### config.mk
export PLATFORM = sky130hd
export DESIGN_NAME = jump_seq_ctrl
export DESIGN_NICKNAME = d
export VERILOG_FILES = /design/src/rtl/jump_seq_pkg.sv /design/src/rtl/jump_seq_ctrl_table.sv /design/src/rtl/jump_seq_ctrl.sv
export SDC_FILE = /design/constraint.sdc
export NUM_CORES = 1
export LEC_CHECK = 0
export BUFFER_PORTS_ARGS = -buffer_cell sky130_fd_sc_hd__buf_2
export CAP_MARGIN = 25
export CORE_UTILIZATION = 35
export DETAILED_ROUTE_END_ITERATION = 8
export GPL_TIMING_DRIVEN = 0
export PLACE_DENSITY = 0.52
export SETUP_SLACK_MARGIN = 0.05
export SYNTH_ARGS = -nofsm -noshare
export SYNTH_HDL_FRONTEND = slang
export SYNTH_SLANG_ARGS = --single-unit
### constraint.sdc
create_clock -name Clk -period 1.88 [get_ports Clk]
set_input_delay 0.094 -clock Clk [delete_from_list [all_inputs] [get_ports Clk]]
set_output_delay 0.094 -clock Clk [all_outputs]
set_load 0.01 [all_outputs]
### src/rtl/jump_seq_pkg.sv
// Shared defaults, state type and stack sizing for the jump-table sequencer.
package jump_seq_pkg;

   localparam int unsigned DEF_PC_W    = 12;
   localparam int unsigned DEF_PTR_W   = 5;
   localparam int unsigned STACK_DEPTH = 4;
   localparam int unsigned SP_W        = $clog2(STACK_DEPTH + 1);

   typedef enum logic [1:0] {
      IDLE,
      RUN,
      DONE
   } seq_state_t;

   typedef logic [DEF_PC_W-1:0]  pc_t;
   typedef logic [DEF_PTR_W-1:0] jptr_t;

endpackage

### src/rtl/jump_seq_ctrl_table.sv
// Jump-target register file: one write port, one combinational read port.
// Indices at or above DEPTH are never stored and read back as zero.
module jump_table
   import jump_seq_pkg::*;
#(
   parameter int unsigned PC_W  = DEF_PC_W,
   parameter int unsigned PTR_W = DEF_PTR_W,
   parameter int unsigned DEPTH = 32
) (
   input  logic             clk,
   input  logic             rst_n,
   input  logic             we,
   input  logic [PTR_W-1:0] waddr,
   input  logic [PC_W-1:0]  wdata,
   input  logic [PTR_W-1:0] raddr,
   output logic [PC_W-1:0]  rdata
);

   logic [PC_W-1:0] mem [DEPTH];

   always_ff @(posedge clk or negedge rst_n) begin
      if (!rst_n) begin
         for (int unsigned i = 0; i < DEPTH; i++) mem[i] <= '0;
      end else if (we) begin
         for (int unsigned i = 0; i < DEPTH; i++)
            if (waddr == PTR_W'(i)) mem[i] <= wdata;
      end
   end

   always_comb begin
      rdata = '0;
      for (int unsigned i = 0; i < DEPTH; i++)
         if (raddr == PTR_W'(i)) rdata = mem[i];
   end

endmodule

### src/rtl/jump_seq_ctrl.sv
// Program-counter sequencer driven by a writable jump-target table.
// Define JUMP_CALL_STACK_EN to add the 4-deep call/return stack.
module jump_seq_ctrl
   import jump_seq_pkg::*;
#(
   parameter int unsigned PC_W     = DEF_PC_W,
   parameter int unsigned PTR_W    = DEF_PTR_W,
   parameter int unsigned DEPTH    = 32,
   parameter int unsigned START_PC = 0
) (
   input  logic             Clk,
   input  logic             Reset_n,
   input  logic             Start,
   input  logic             Halt,
   input  logic             Stall,
   input  logic             Branch,
   input  logic             BranchCond,
   input  logic [PTR_W-1:0] Jptr,
   input  logic             Call,
   input  logic             Ret,
   input  logic             Cfg_we,
   input  logic [PTR_W-1:0] Cfg_addr,
   input  logic [PC_W-1:0]  Cfg_data,
   output logic [PC_W-1:0]  Prog_ctr,
   output logic [PC_W-1:0]  Jump,
   output logic             Busy,
   output logic             Done,
   output logic             Cfg_err,
   output logic             Stack_err
);

   seq_state_t      state_q, state_next;
   logic [PC_W-1:0] pc_q, pc_next, pc_inc, jump_val;
   logic            done_q, done_next;
   logic            cfg_err_q, cfg_err_next;
   logic            tbl_we;

   jump_table #(
      .PC_W  (PC_W),
      .PTR_W (PTR_W),
      .DEPTH (DEPTH)
   ) u_table (
      .clk   (Clk),
      .rst_n (Reset_n),
      .we    (tbl_we),
      .waddr (Cfg_addr),
      .wdata (Cfg_data),
      .raddr (Jptr),
      .rdata (jump_val)
   );

   assign pc_inc = pc_q + PC_W'(1);

`ifdef JUMP_CALL_STACK_EN
   logic [PC_W-1:0] stack_q [STACK_DEPTH];
   logic [PC_W-1:0] stack_top;
   logic [SP_W-1:0] sp_q, sp_next;
   logic            push;
   logic            stack_err_q, stack_err_next;

   always_comb begin
      stack_top = '0;
      for (int unsigned i = 0; i < STACK_DEPTH; i++)
         if (sp_q == SP_W'(i + 1)) stack_top = stack_q[i];
   end

   always_ff @(posedge Clk or negedge Reset_n) begin
      if (!Reset_n) begin
         sp_q        <= '0;
         stack_err_q <= 1'b0;
         for (int unsigned i = 0; i < STACK_DEPTH; i++) stack_q[i] <= '0;
      end else begin
         sp_q        <= sp_next;
         stack_err_q <= stack_err_next;
         if (push)
            for (int unsigned i = 0; i < STACK_DEPTH; i++)
               if (sp_q == SP_W'(i)) stack_q[i] <= pc_inc;
      end
   end

   assign Stack_err = stack_err_q;
`else
   logic unused_ret;
   assign unused_ret = Ret;
   assign Stack_err  = 1'b0;
`endif

   always_ff @(posedge Clk or negedge Reset_n) begin
      if (!Reset_n) begin
         state_q   <= IDLE;
         pc_q      <= '0;
         done_q    <= 1'b0;
         cfg_err_q <= 1'b0;
      end else begin
         state_q   <= state_next;
         pc_q      <= pc_next;
         done_q    <= done_next;
         cfg_err_q <= cfg_err_next;
      end
   end

   always_comb begin
      state_next   = state_q;
      pc_next      = pc_q;
      done_next    = 1'b0;
      cfg_err_next = cfg_err_q;
      tbl_we       = 1'b0;
`ifdef JUMP_CALL_STACK_EN
      sp_next        = sp_q;
      push           = 1'b0;
      stack_err_next = stack_err_q;
`endif
      unique case (state_q)
         IDLE, DONE: begin
            // Table write and Start share the edge, so a first-cycle branch sees the new entry.
            tbl_we = Cfg_we;
            if (Start) begin
               state_next   = RUN;
               pc_next      = PC_W'(START_PC);
               cfg_err_next = 1'b0;
`ifdef JUMP_CALL_STACK_EN
               sp_next        = '0;
               stack_err_next = 1'b0;
`endif
            end
         end
         RUN: begin
            if (Cfg_we) cfg_err_next = 1'b1;
            if (Stall) begin
               pc_next = pc_q;
            end else if (Halt) begin
               state_next = DONE;
               done_next  = 1'b1;
            end
`ifdef JUMP_CALL_STACK_EN
            else if (Call) begin
               pc_next = jump_val;
               if (sp_q == SP_W'(STACK_DEPTH)) begin
                  stack_err_next = 1'b1;
               end else begin
                  push    = 1'b1;
                  sp_next = sp_q + SP_W'(1);
               end
            end else if (Ret) begin
               if (sp_q == '0) begin
                  pc_next        = pc_inc;
                  stack_err_next = 1'b1;
               end else begin
                  pc_next = stack_top;
                  sp_next = sp_q - SP_W'(1);
               end
            end
`endif
            else if (Call || (Branch && BranchCond)) begin
               pc_next = jump_val;
            end else begin
               pc_next = pc_inc;
            end
         end
         default: state_next = IDLE;
      endcase
   end

   assign Prog_ctr = pc_q;
   assign Jump     = jump_val;
   assign Busy     = (state_q == RUN);
   assign Done     = done_q;
   assign Cfg_err  = cfg_err_q;

endmodule

==> results of run 1 <==
[power by group through the flow]
stage	logic [uW]	registers (uW)	clock network (uW)
after global placement	4930	12200	0
after CTS	6060	12200	8850
after detailed placement	5090	12300	0
final	6710	12300	8770
after floorplan	3530	11800	0
after global routing	7120	12500	9200
[worst max-delay path, cell delays in order, from the launching register on]
cell and delay, ns:
dfrtp_1 0.37, mux4_2 0.49, nand2_2 0.10, a21oi_4 0.08, o41ai_4 0.39, o2111ai_2 0.25, a31oi_4 0.25, o21ai_1 0.09
buf_2 0.14
[flip-flops by register name, summed over array words and instances (netlist names)]
| name | cells |
|---|---|
| u_table.mem | 384 |
| Cfg_err | 1 |
| state_q | 2 |
| Prog_ctr | 12 |
| Done | 1 |
[layout make-up]
class | instances | share of cell area (%)
multi-input combinational | 1162 | 40.4
clock inverter | 17 | 0.487
tap | 756 | 3.47
inverter | 16 | 0.220
clock buffer | 64 | 4.73
sequential | 400 | 36.7
timing repair buffer | 219 | 8.63
buffer | 155 | 5.34
[placed cells by master, fill, tap and decap left out, drive strengths merged, types with 8 or more instances in the layout]
cell	n
nand2b	16
a221oi	11
dfrtp	400
clkinv	14
nor3	31
clkbuf	138
buf	282
mux4	13
o221ai	21
and3	12
o211ai	10
o32ai	8
o22ai	26
o21ai	83
nor2	89
mux2	399
a22oi	13
a31oi	19
nor2b	15
nand2	97
nor3b	13
a211oi	9
o31ai	12
inv	18
a21oi	90
nand3	24
dlygate4sd3	18
mux2i	41
[cell families (layout without fill, tap and decap cells)]
logic type / after synthesis / after routing / share of synthesized area, %
muxes: 453 / 453 / 25.7
DFF: 400 / 400 / 49.5
AOI/OAI and AO/OA: 365 / 365 / 11.7
and+or+nand+nor: 339 / 339 / 8.60
buffers and inverters: 175 / 471 / 4.17
xor gates and xnor gates: 3 / 3 / 0.130
adders and majority gates: 1 / 1 / 0.0619
other: 1 / 1 / 0.0186
[layer usage]
metal | GRT usage (%) | wire length (um) | vias to the layer above
met1 | 38.2 | 35900 | 8820
met3 | 5.59 | 7300 | 226
met4 | 12.2 | 5090 | 0
met5 | 0 | 0 | -
met2 | 44.9 | 40400 | 848
li1 | - | - | 6913
[through the flow]
stage               TNS (ns)  total power (uW)  hold WS [ns]  area, um^2
finish                -62.56             27800        0.0560       27300
CTS                   -47.55             27100        0.0821       25600
global placement    -3182.38             17100         0.357       21400
floorplan                  0             15300        -0.202       20200
detailed placement   -218.92             17400         0.116       21600
global route          -84.42             28800         0.110       27300
[synth_stat cells (all sizes together) (5+ instances only)]
master     n
nor2b     15
clkbuf    77
mux2     399
o22ai     26
nor3b     13
a21o       6
o31ai     12
o32ai      8
a221oi    11
a32oi      7
a2bb2oi    7
nor3      31
a221o      7
nor2      89
nand2     97
a21boi     5
nand4      5
mux4      13
and3      12
nand3     24
and2       5
a211oi     9
o211ai    10
nand2b    16
dfrtp    400
a21oi     90
a22oi     13
a31oi     19
mux2i     41
buf       82
inv       16
nand3b     6
o221ai    21
o21ai     83
[worst max path at each step]
stage	startpoint	end	slack (ns)	cells after the start
4_1_cts	u_table.mem[357]	Jump[9]	-1.01	8
3_3_place_gp	Reset_n	u_table.mem[340]	-7.47	1
5_1_grt	u_table.mem[346]	Jump[10]	-1.03	7
3_5_place_dp	Jptr[0]	Jump[9]	-1.35	10
6_report	u_table.mem[345]	Jump[9]	-0.98	8
2_1_floorplan	state_q[0]	u_table.mem[289]	0.007	6
[timing repair]
| action | in CTS | in global routing |
|---|---|---|
| gates cloned | 11 | 16 |
| hold buffers | 18 | 0 |
| resized for setup | 447 | 244 |
| setup endpoints to repair | 393 | 400 |
| endpoints found under the hold margin | 106 | 0 |
| buffers inserted | 61 | 63 |
| pin swaps | 60 | 51 |
==> run metrics, run 1 <==
Clock Tree Buf Depth=3; Leakage=0.0122 uW; Slew HR=under 10%; antenna-violating nets left=0; post-synth cell types=79; IO Port Bufs=53; Sw Share=30.3%; vias in the first global route=around 17k; CORE AREA=approximately 57,000 um^2; critical setup path kind=reg -> out; Synth Flop Type=dfrtp_1; Critical Path Start Type=flop; fin util=between 40% and 50%; Net count, final=2,033; Clk pwr share=roughly a third; Final Hold Fails=0; GRT Resource Usage Total=between 20 and 30%; Register-to-Register Setup Slack=-0.49 ns; CTS Sinks=400; Post-Layout Cell Count=between 2k and 3k; post-synthesis register bit count=400; Post-synth ARST share=100%; EDFF count, synth=0; Die Y=approximately 240 um; failing checks=negative setup slack; Final Worst Setup Slack=-0.983 ns; drc violations=0; Pins Over Slew Limit=0; Power Internal=~19,000 uW; hold crit path type=in -> reg; Worst-path clk slew=roughly 0.06 ns; Clock Skews=0.0260 ns; WHS Endpoint=Prog_ctr[0]; drt first pass iters=5; main area contributors after synthesis=dfrtp_1 (50%), mux2_2 (22%), a21oi_1 (2.2%), mux2i_1 (2.0%), o21ai_0 (1.9%); part of the power in combinational logic=about 24%; Critical Path End Type=output pin; share of the synthesized area in the top cell type=49.5%; DP HPWL=55,600 um; vias per cell=6.03; clk root buf=clkbuf_16; Period minus WS final=roughly 2.9 ns; hold path start=Call; WP data arrival=around 2.8 ns; Worst-Margin Slew=between 1 and 1.5 ns; first-pass GRT wire length=122,000 um; Setup Viol. Count Final=between 300 and 400; DP Worst Slack=-1.35 ns; Rows=slightly below 90; Reg-to-Reg Start=u_table.mem[170]; synthesis warning total=0; Register-to-Register Path Depth=8; htree depth=2; switching power=approximately 8400 uW; status=finished, violations left; FF-to-FF End=Prog_ctr[2]; pin count of the biggest net entering global routing=between 100 and 150; Max IR drop VDD=0.651 mV; PwrDens=1020 nW/um^2; cells after synthesis=~1.7k; crit-path max FO=2; cts bufs inserted=46; Avg Cell Area, Syn=around 12 um^2; TritonCTS clock tree=done; Synth area leader=dfrtp_1; DRT iter0 DRCs=between 1.5k and 2k; RSZ-0062 raised after global routing=yes; multi-input logic area=11,000 um^2; Antenna Cells=0; part of the cycle the worst path needs=152%; full die area=between 50,000 and 60,000 um^2; layout cells sized above 1=a little under half; initial antenna violation count=0; fillers=between 5k and 6k; Die Span X=roughly 240 um; area grow syn2layout=34.9%; Max Cap Viol=0; DR WL/cell=between 30 and 40 um; sequential power share=between 40 and 50%; Initial Util=a little over a third; Cells after DPL=roughly 2.6k; mapped cell area=20,200 um^2; # IOs=60; vias=~17k; total grt overflow=0; CP required=1.79 ns; Max Clock Freq=approximately 350 MHz; hold path depth=6; worst skew pair latency=0.61 ns; register area share after synthesis=roughly half; FF/Latch Area=roughly 10,000 um^2; Detailed Route WL=88,700 um; Synthesized Nets=about 1.8k; routability cong.=approximately 0.91
Power figures use the tool's default switching activity.
==> inputs of run 2 (changes only) <==
--- a/config.mk
+++ b/config.mk
@@ -10,7 +10,7 @@
 export CORE_UTILIZATION = 35
 export DETAILED_ROUTE_END_ITERATION = 8
 export GPL_TIMING_DRIVEN = 0
-export PLACE_DENSITY = 0.52
+export PLACE_DENSITY = 0.5
 export SETUP_SLACK_MARGIN = 0.05
 export SYNTH_ARGS = -nofsm -noshare
 export SYNTH_HDL_FRONTEND = slang
==> constraint.sdc (replaced) <==
create_clock -name Clk -period 3 [get_ports Clk]
set_input_delay 0.15 -clock Clk [delete_from_list [all_inputs] [get_ports Clk]]
set_output_delay 0.15 -clock Clk [all_outputs]
set_load 0.01 [all_outputs]
==> run 2 against run 1 <==
The flow now finishes without violations. Clock power shrank 33%. Register-to-register slack better by 0.77 ns. Sequential share of layout area rose by 5.9 points. Worst hold slack better by 0.069 ns. Power is 40% lower. First-iteration DRC count fell by 16%. Via count shrank 6.9%. Sequential cell count unchanged. Setup slack better by 1.0 ns. Count of clock-buffer cells in the layout is 6 higher. Clock skew is 0.012 ns lower. Critical endpoint is now Jump[7].
==> run metrics, run 2 (synthesis results as in run 1) <==
Worst path most repeated cell=buf_4; drc violations=0 (unchanged); RSZ-0062 raised after global routing=yes; antenna-violating nets left=0 (unchanged); DR WL/cell=30.1 um (-5.2%); routability cong.=0.908 (-0.68%); layout cells sized above 1=35.0% (-12 points); Detailed Route WL=79,900 um (-9.9%); Cells after DPL=2,550 (unchanged); first-pass GRT wire length=116,000 um (-4.5%); buffers plus inverters on the worst setup path=5 (+4); Clock Skews=0.0142 ns (-0.0118 ns); Hold Slack=0.125 ns (+0.0688 ns); hold crit path type=in -> reg; most common cell after layout, fill and taps aside=dfrtp_1; most frequent cells in the layout=dfrtp_1 (400), mux2_2 (399), nand2_1 (96), a21oi_1 (89), nor2_1 (86); worst path cell trace=buf_4 -> buf_4 -> buf_4 -> clkbuf_2 -> a21oi_1 -> o32ai_1 -> o221ai_1 -> a31oi_1 -> buf_2; status=completed; Net count, final=1,895 (-6.8%); CTS Sinks=400 (unchanged); Final Hold Fails=0 (unchanged); initial antenna violation count=2 (+2); Critical Path End Type=output pin; PwrDens=714 nW/um^2 (-30%); Rows=87 (unchanged); clk root buf=clkbuf_16; Max IR drop VDD=0.418 mV (-36%); slowest CP cell=a31oi_1; Largest register FFs=384 (unchanged); critical setup path kind=in -> out; Post-Layout Cell Count=2,653 (-4.9%); Slew HR=24.9% (+21 points); CP required=2.85 ns (+1.06 ns); GRT Resource Usage Total=27.2% (-1.3 points); hold path depth=5 (-1); Max Clock Freq=between 300 and 400 MHz; total grt overflow=0 (unchanged); Critical Path Start Type=input port; top cell family by delay on the critical path=buffers and inverters; Worst-Margin Slew=1.13 ns (-0.308 ns); DP HPWL=55,900 um (+0.46%); Leakage=0.0106 uW (-13%); Die Y=242 um (unchanged); vias=15.6k (-6.9%); TritonCTS clock tree=done; most flop-heavy register=u_table.mem; vias in the first global route=15.7k (-5.0%); crit-path max FO=10 (+8); cts bufs inserted=45 (-2.2%); max incr delay on CP=0.49 ns (about the same); Die Span X=242 um (unchanged); Setup Viol. Count Final=0 (-100%); total power=16,800 uW (-40%); drt first pass iters=5 (unchanged); DRT iter0 DRCs=1,665 (-16%); full die area=58,700 um^2 (unchanged); WP data arrival=2.82 ns (+0.05 ns); IO Port Bufs=53 (unchanged); Period minus WS final=between 2 and 3 ns; CORE AREA=56,700 um^2 (unchanged); worst skew pair latency=0.59 ns (-0.02 ns); pin count of the biggest net entering global routing=114 (-5.0%); # IOs=60 (unchanged); Register-to-Register Path Depth=6 (-2); htree depth=2 (unchanged); Pins Over Slew Limit=0 (unchanged); part of the cycle the worst path needs=between 90% and 100%; Critical Path Stages=9 (+1); Initial Util=35.6% (unchanged); vias per cell=5.90 (-2.1%); area grow syn2layout=16.1%; Worst-path clk slew=0.06 ns (about the same); Register-to-Register Setup Slack=0.28 ns (+0.77 ns); Max Cap Viol=0 (unchanged); Clock Tree Buf Depth=3 (unchanged)
run 2: changes by cell type in the layout (fill, tap and decap cells not counted), sizes merged:
cell,delta
buf,-152
inv,-1
diode,+1
clkbuf,+21
clkinv,-9
clkinvlp,+1
bufinv,+3
run 2: area by class of cell:
class,instances,area (um^2)
diodes,1,2.50
plain buffers,158,866
clock buffers,70,1360
clock inverters,11,161
fillers,5412,33300
inverters,16,60.1
multi-input cells,1162,9470
flip-flops and latches,400,10000
well taps,756,946
repair buffers,79,583
run 2: report_power, final:
group | switching [uW] | internal [uW] | leakage (uW) | total (uW)
combinational | 1620 | 1660 | 0.00457 | 3280
clock | 2380 | 3460 | 0.000747 | 5840
sequential | 871 | 6770 | 0.00531 | 7640
run 2: per-stage QoR:
step / TNS [ns] / setup slack [ns] / instance area (um^2) / util (%)
floorplan: 0 / 1.06 / 20200 / -
global placement: -2597.74 / -6.54 / 21400 / 37.8
detailed placement: -2.99 / -0.385 / 21500 / 37.9
CTS: 0 / 0.0174 / 23300 / 41.2
global route: 0 / 0.0315 / 23500 / 41.4
finish: 0 / 0.0301 / 23500 / 41.4
run 2: final timing paths:
check	from	end
max in group asynchronous	Reset_n	u_table.mem[344]
max	Jptr[2]	Jump[7]
min	Call	Prog_ctr[0]
max reg2reg	state_q[0]	u_table.mem[149]
min reg2reg	u_table.mem[352]	u_table.mem[352]
min in group asynchronous	Reset_n	Cfg_err
run 2: timing repair:
action,4_1_cts,5_1_grt
pin swaps,3,10
setup endpoints to repair,11,26
endpoints found under the hold margin,126,0
setup buffers,1,3
hold buffers,18,0
resized for setup,26,40
run 2: layer usage:
layer / vias to the layer above / GRT usage (%) / part of all wire, %
met1: 8198 / 37.8 / 44
li1: 6656 / - / -
met4: 2 / 9.75 / 3.7
met2: 634 / 42.5 / 45
met3: 155 / 4.87 / 7.0
met5: - / 0 / 0.020
run 2: worst min-delay path, cell delays in order:
cell and delay [ns]:
buf_2 0.08, a21oi_1 0.17, nand2_1 0.13, nand2_1 0.05, o21ai_1 0.11
==> inputs of run 3 (changes only) <==
--- a/config.mk
+++ b/config.mk
@@ -14,4 +14,5 @@
 export SETUP_SLACK_MARGIN = 0.05
 export SYNTH_ARGS = -nofsm -noshare
 export SYNTH_HDL_FRONTEND = slang
+export SYNTH_HIERARCHICAL = 1
 export SYNTH_SLANG_ARGS = --single-unit
==> run 3 against run 2 <==
The flow now finishes with violations (design-rule violations, negative setup slack). Synthesized area grew 0.72%. First-iteration DRC count grew 17%. Final cell count rose by 0.68%. Cell area is 0.60% higher. Combinational power is 4% higher. Sequential cell count unchanged. Via count grew 4.1%. Largest cell class unchanged.
==> run metrics, run 3 <==
status=finished, violations left; failing checks=design-rule violations, negative setup slack; Hold Slack=0.0410 ns (-0.0838 ns); share of the synthesized area in the top cell type=49.2% (-0.36 points); Slew HR=26.3% (+1.3 points); RSZ-0062 raised after global routing=yes; most common cell in the netlist=mux2_2; main area contributors after synthesis=dfrtp_1 (49%), mux2_2 (22%), mux2i_1 (2.3%), o21ai_0 (2.0%), a21oi_1 (1.9%); Period minus WS final=3.06 ns (+0.0950 ns); max incr delay on CP=0.33 ns (-0.16 ns); Worst setup startpoint=Jptr[1]; Worst-path clk slew=0.05 ns (about the same); Avg Cell Area, Syn=11.7 um^2 (+0.32%); initial antenna violation count=1 (-1); GRT Resource Usage Total=29.0% (+1.7 points); full die area=59,100 um^2 (+0.72%); most frequent cells after synthesis=mux2_2 (404), dfrtp_1 (400), nand2_1 (93); most flop-heavy register=u_table/mem; Clock Tree Buf Depth=3 (unchanged); Reg-to-Reg Start=state_q[0]; CORE AREA=57,600 um^2 (+1.5%); PwrDens=714 nW/um^2 (about the same); WP data arrival=2.91 ns (+0.09 ns); DRT iter0 DRCs=1,943 (+17%); Critical Path End Type=output pin; Synth area leader=dfrtp_1; Net count, final=1,903 (+0.42%); Final Hold Fails=0 (unchanged); Detailed Route WL=85,800 um (+7.3%); IO Port Bufs=55 (+3.8%); part of the cycle the worst path needs=102% (+3.2 points); multi-input logic area=9530 um^2 (+0.62%); Largest register FFs=384 (unchanged); critical setup path kind=in -> out; Initial Util=35.3% (-0.29 points); htree depth=2 (unchanged); vias=16.3k (+4.1%); DR WL/cell=32.1 um (+6.6%); clk root buf=clkbuf_16; Die Y=243 um (+0.36%); routability cong.=0.987 (+8.7%); Clock Skews=0.0180 ns (+0.00379 ns); total power=16,900 uW (+0.55%); register area share after synthesis=49.2% (-0.36 points); fillers=5,545 (+2.5%); Max Clock Freq=326 MHz (-3.1%); CTS Sinks=400 (unchanged); hold crit path type=in -> async; worst path cell trace=buf_2 -> buf_6 -> buf_4 -> buf_6 -> buf_4 -> nand2_1 -> o21ai_0 -> o32ai_1 -> a221oi_1 -> o21ai_1 -> o2111ai_1 -> buf_2; cells after synthesis=1,744 (+0.40%); EDFF count, synth=0 (unchanged); antenna-violating nets left=0 (unchanged); Register-to-Register Path Depth=5 (-1); cts bufs inserted=46 (+2.2%); synthesis warning total=6 (+6); Post-synth ARST share=100% (unchanged); Synth Flop Type=dfrtp_1; Worst-Margin Slew=1.11 ns (-0.0202 ns); vias per cell=6.10 (+3.4%); Max IR drop VDD=0.375 mV (-10%); Synthesized Nets=1,777 (+0.40%); # IOs=60 (unchanged); crit-path max FO=10 (unchanged); post-synthesis register bit count=400 (unchanged); total grt overflow=0 (unchanged); layout cells sized above 1=36.9% (+1.8 points); mapped cell area=20,300 um^2 (+0.72%); pin count of the biggest net entering global routing=114 (unchanged); area grow syn2layout=16.0%; Critical Path Start Type=input port; FF/Latch Area=10,000 um^2 (unchanged); Max Cap Viol=0 (unchanged); Post-Layout Cell Count=2,671 (+0.68%); TritonCTS clock tree=done; CP required=2.85 ns (about the same); post-synth cell types=92 (+16%); most frequent cells in the layout=mux2_2 (404), dfrtp_1 (400), buf_2 (112), nand2_1 (93), o21ai_0 (79); drt first pass iters=9 (+4); vias in the first global route=16.2k (+2.9%); first-pass GRT wire length=122,000 um (+4.9%); DP HPWL=59,600 um (+6.7%); Final Worst Setup Slack=-0.0649 ns (-0.0950 ns); Rows=88 (+1.1%); drc violations=2 (+2); worst skew pair latency=0.60 ns (about the same); Cells after DPL=2,569 (+0.75%); slowest CP cell=buf_4; Setup Viol. Count Final=3 (+3); Die Span X=243 um (+0.36%); Pins Over Slew Limit=0 (unchanged); Leakage=0.0107 uW (+0.31%); most common cell after layout, fill and taps aside=mux2_2
## run 3: final cells by class
cell class,count,area share [%]
Tap cell,765,4.06
Inverter,18,0.286
Sequential cell,400,42.4
Timing Repair Buffer,79,2.53
Buffer,161,3.87
Clock inverter,15,0.673
Clock buffer,68,5.78
Multi-Input combinational cell,1164,40.4
Antenna cell,1,0.0106
## run 3: layer usage
layer / GRT usage [%] / vias to the layer above / part of all wire (%)
met2: 43.0 / 950 / 43
met5: 0 / - / 0.014
met1: 39.5 / 8379 / 42
li1: - / 6692 / -
met3: 6.41 / 268 / 9.5
met4: 14.6 / 2 / 5.6
## run 3: what timing repair did
action                                  in CTS  in global routing
pin swaps                                    1                  2
hold buffers                                18                  0
setup buffers                                1                  0
hold endpoints to repair                   350                  0
endpoints found under the setup margin      25                 17
resized for setup                           35                 22
## run 3: final timing paths
kind	endpoint	slack (ns)
max	Jump[5]	-0.06
min	u_table/mem[336]	0.04
max reg2reg	u_table/mem[246]	0.18
min reg2reg	u_table/mem[43]	0.50
max in group asynchronous	u_table/mem[160]	1.76
min in group Clk	u_table/mem[179]	0.05
## run 3: worst max-delay path, delay by kind of cell
family	cells	cell delay [ns]
buffers and inverters	6	1.50
and+or+nand+nor	1	0.13
AOI/OAI and AO/OA	5	1.11
## run 3: cells by family after synthesis
logic type,share of synthesized area (%)
flip-flops,49.2
XOR/XNOR,0.0431
buffers and inverters,4.51
AND/OR/NAND/NOR,8.01
AO/OA/AOI/OAI,12.5
other,0.0184
multiplexers,25.6
adder cells (fa/ha/maj),0.0615
## run 3: metrics by stage
stage,setup slack [ns],utilization (%),setup TNS [ns],area [um^2]
after floorplan,0.913,-,0,20300
after global placement,-6.47,37.5,-2575.82,21600
after detailed placement,-0.659,37.7,-9.00,21700
after CTS,0.0466,40.9,0,23500
after global routing,0.0193,41.0,0,23600
final,-0.0649,41.0,-0.136,23600
## run 3: report_power, final
| part | switching [uW] | internal (uW) | total, uW |
|---|---|---|---|
| clock network | 2340 | 3400 | 5740 |
| registers | 924 | 6770 | 7700 |
| logic | 1730 | 1680 | 3410 |
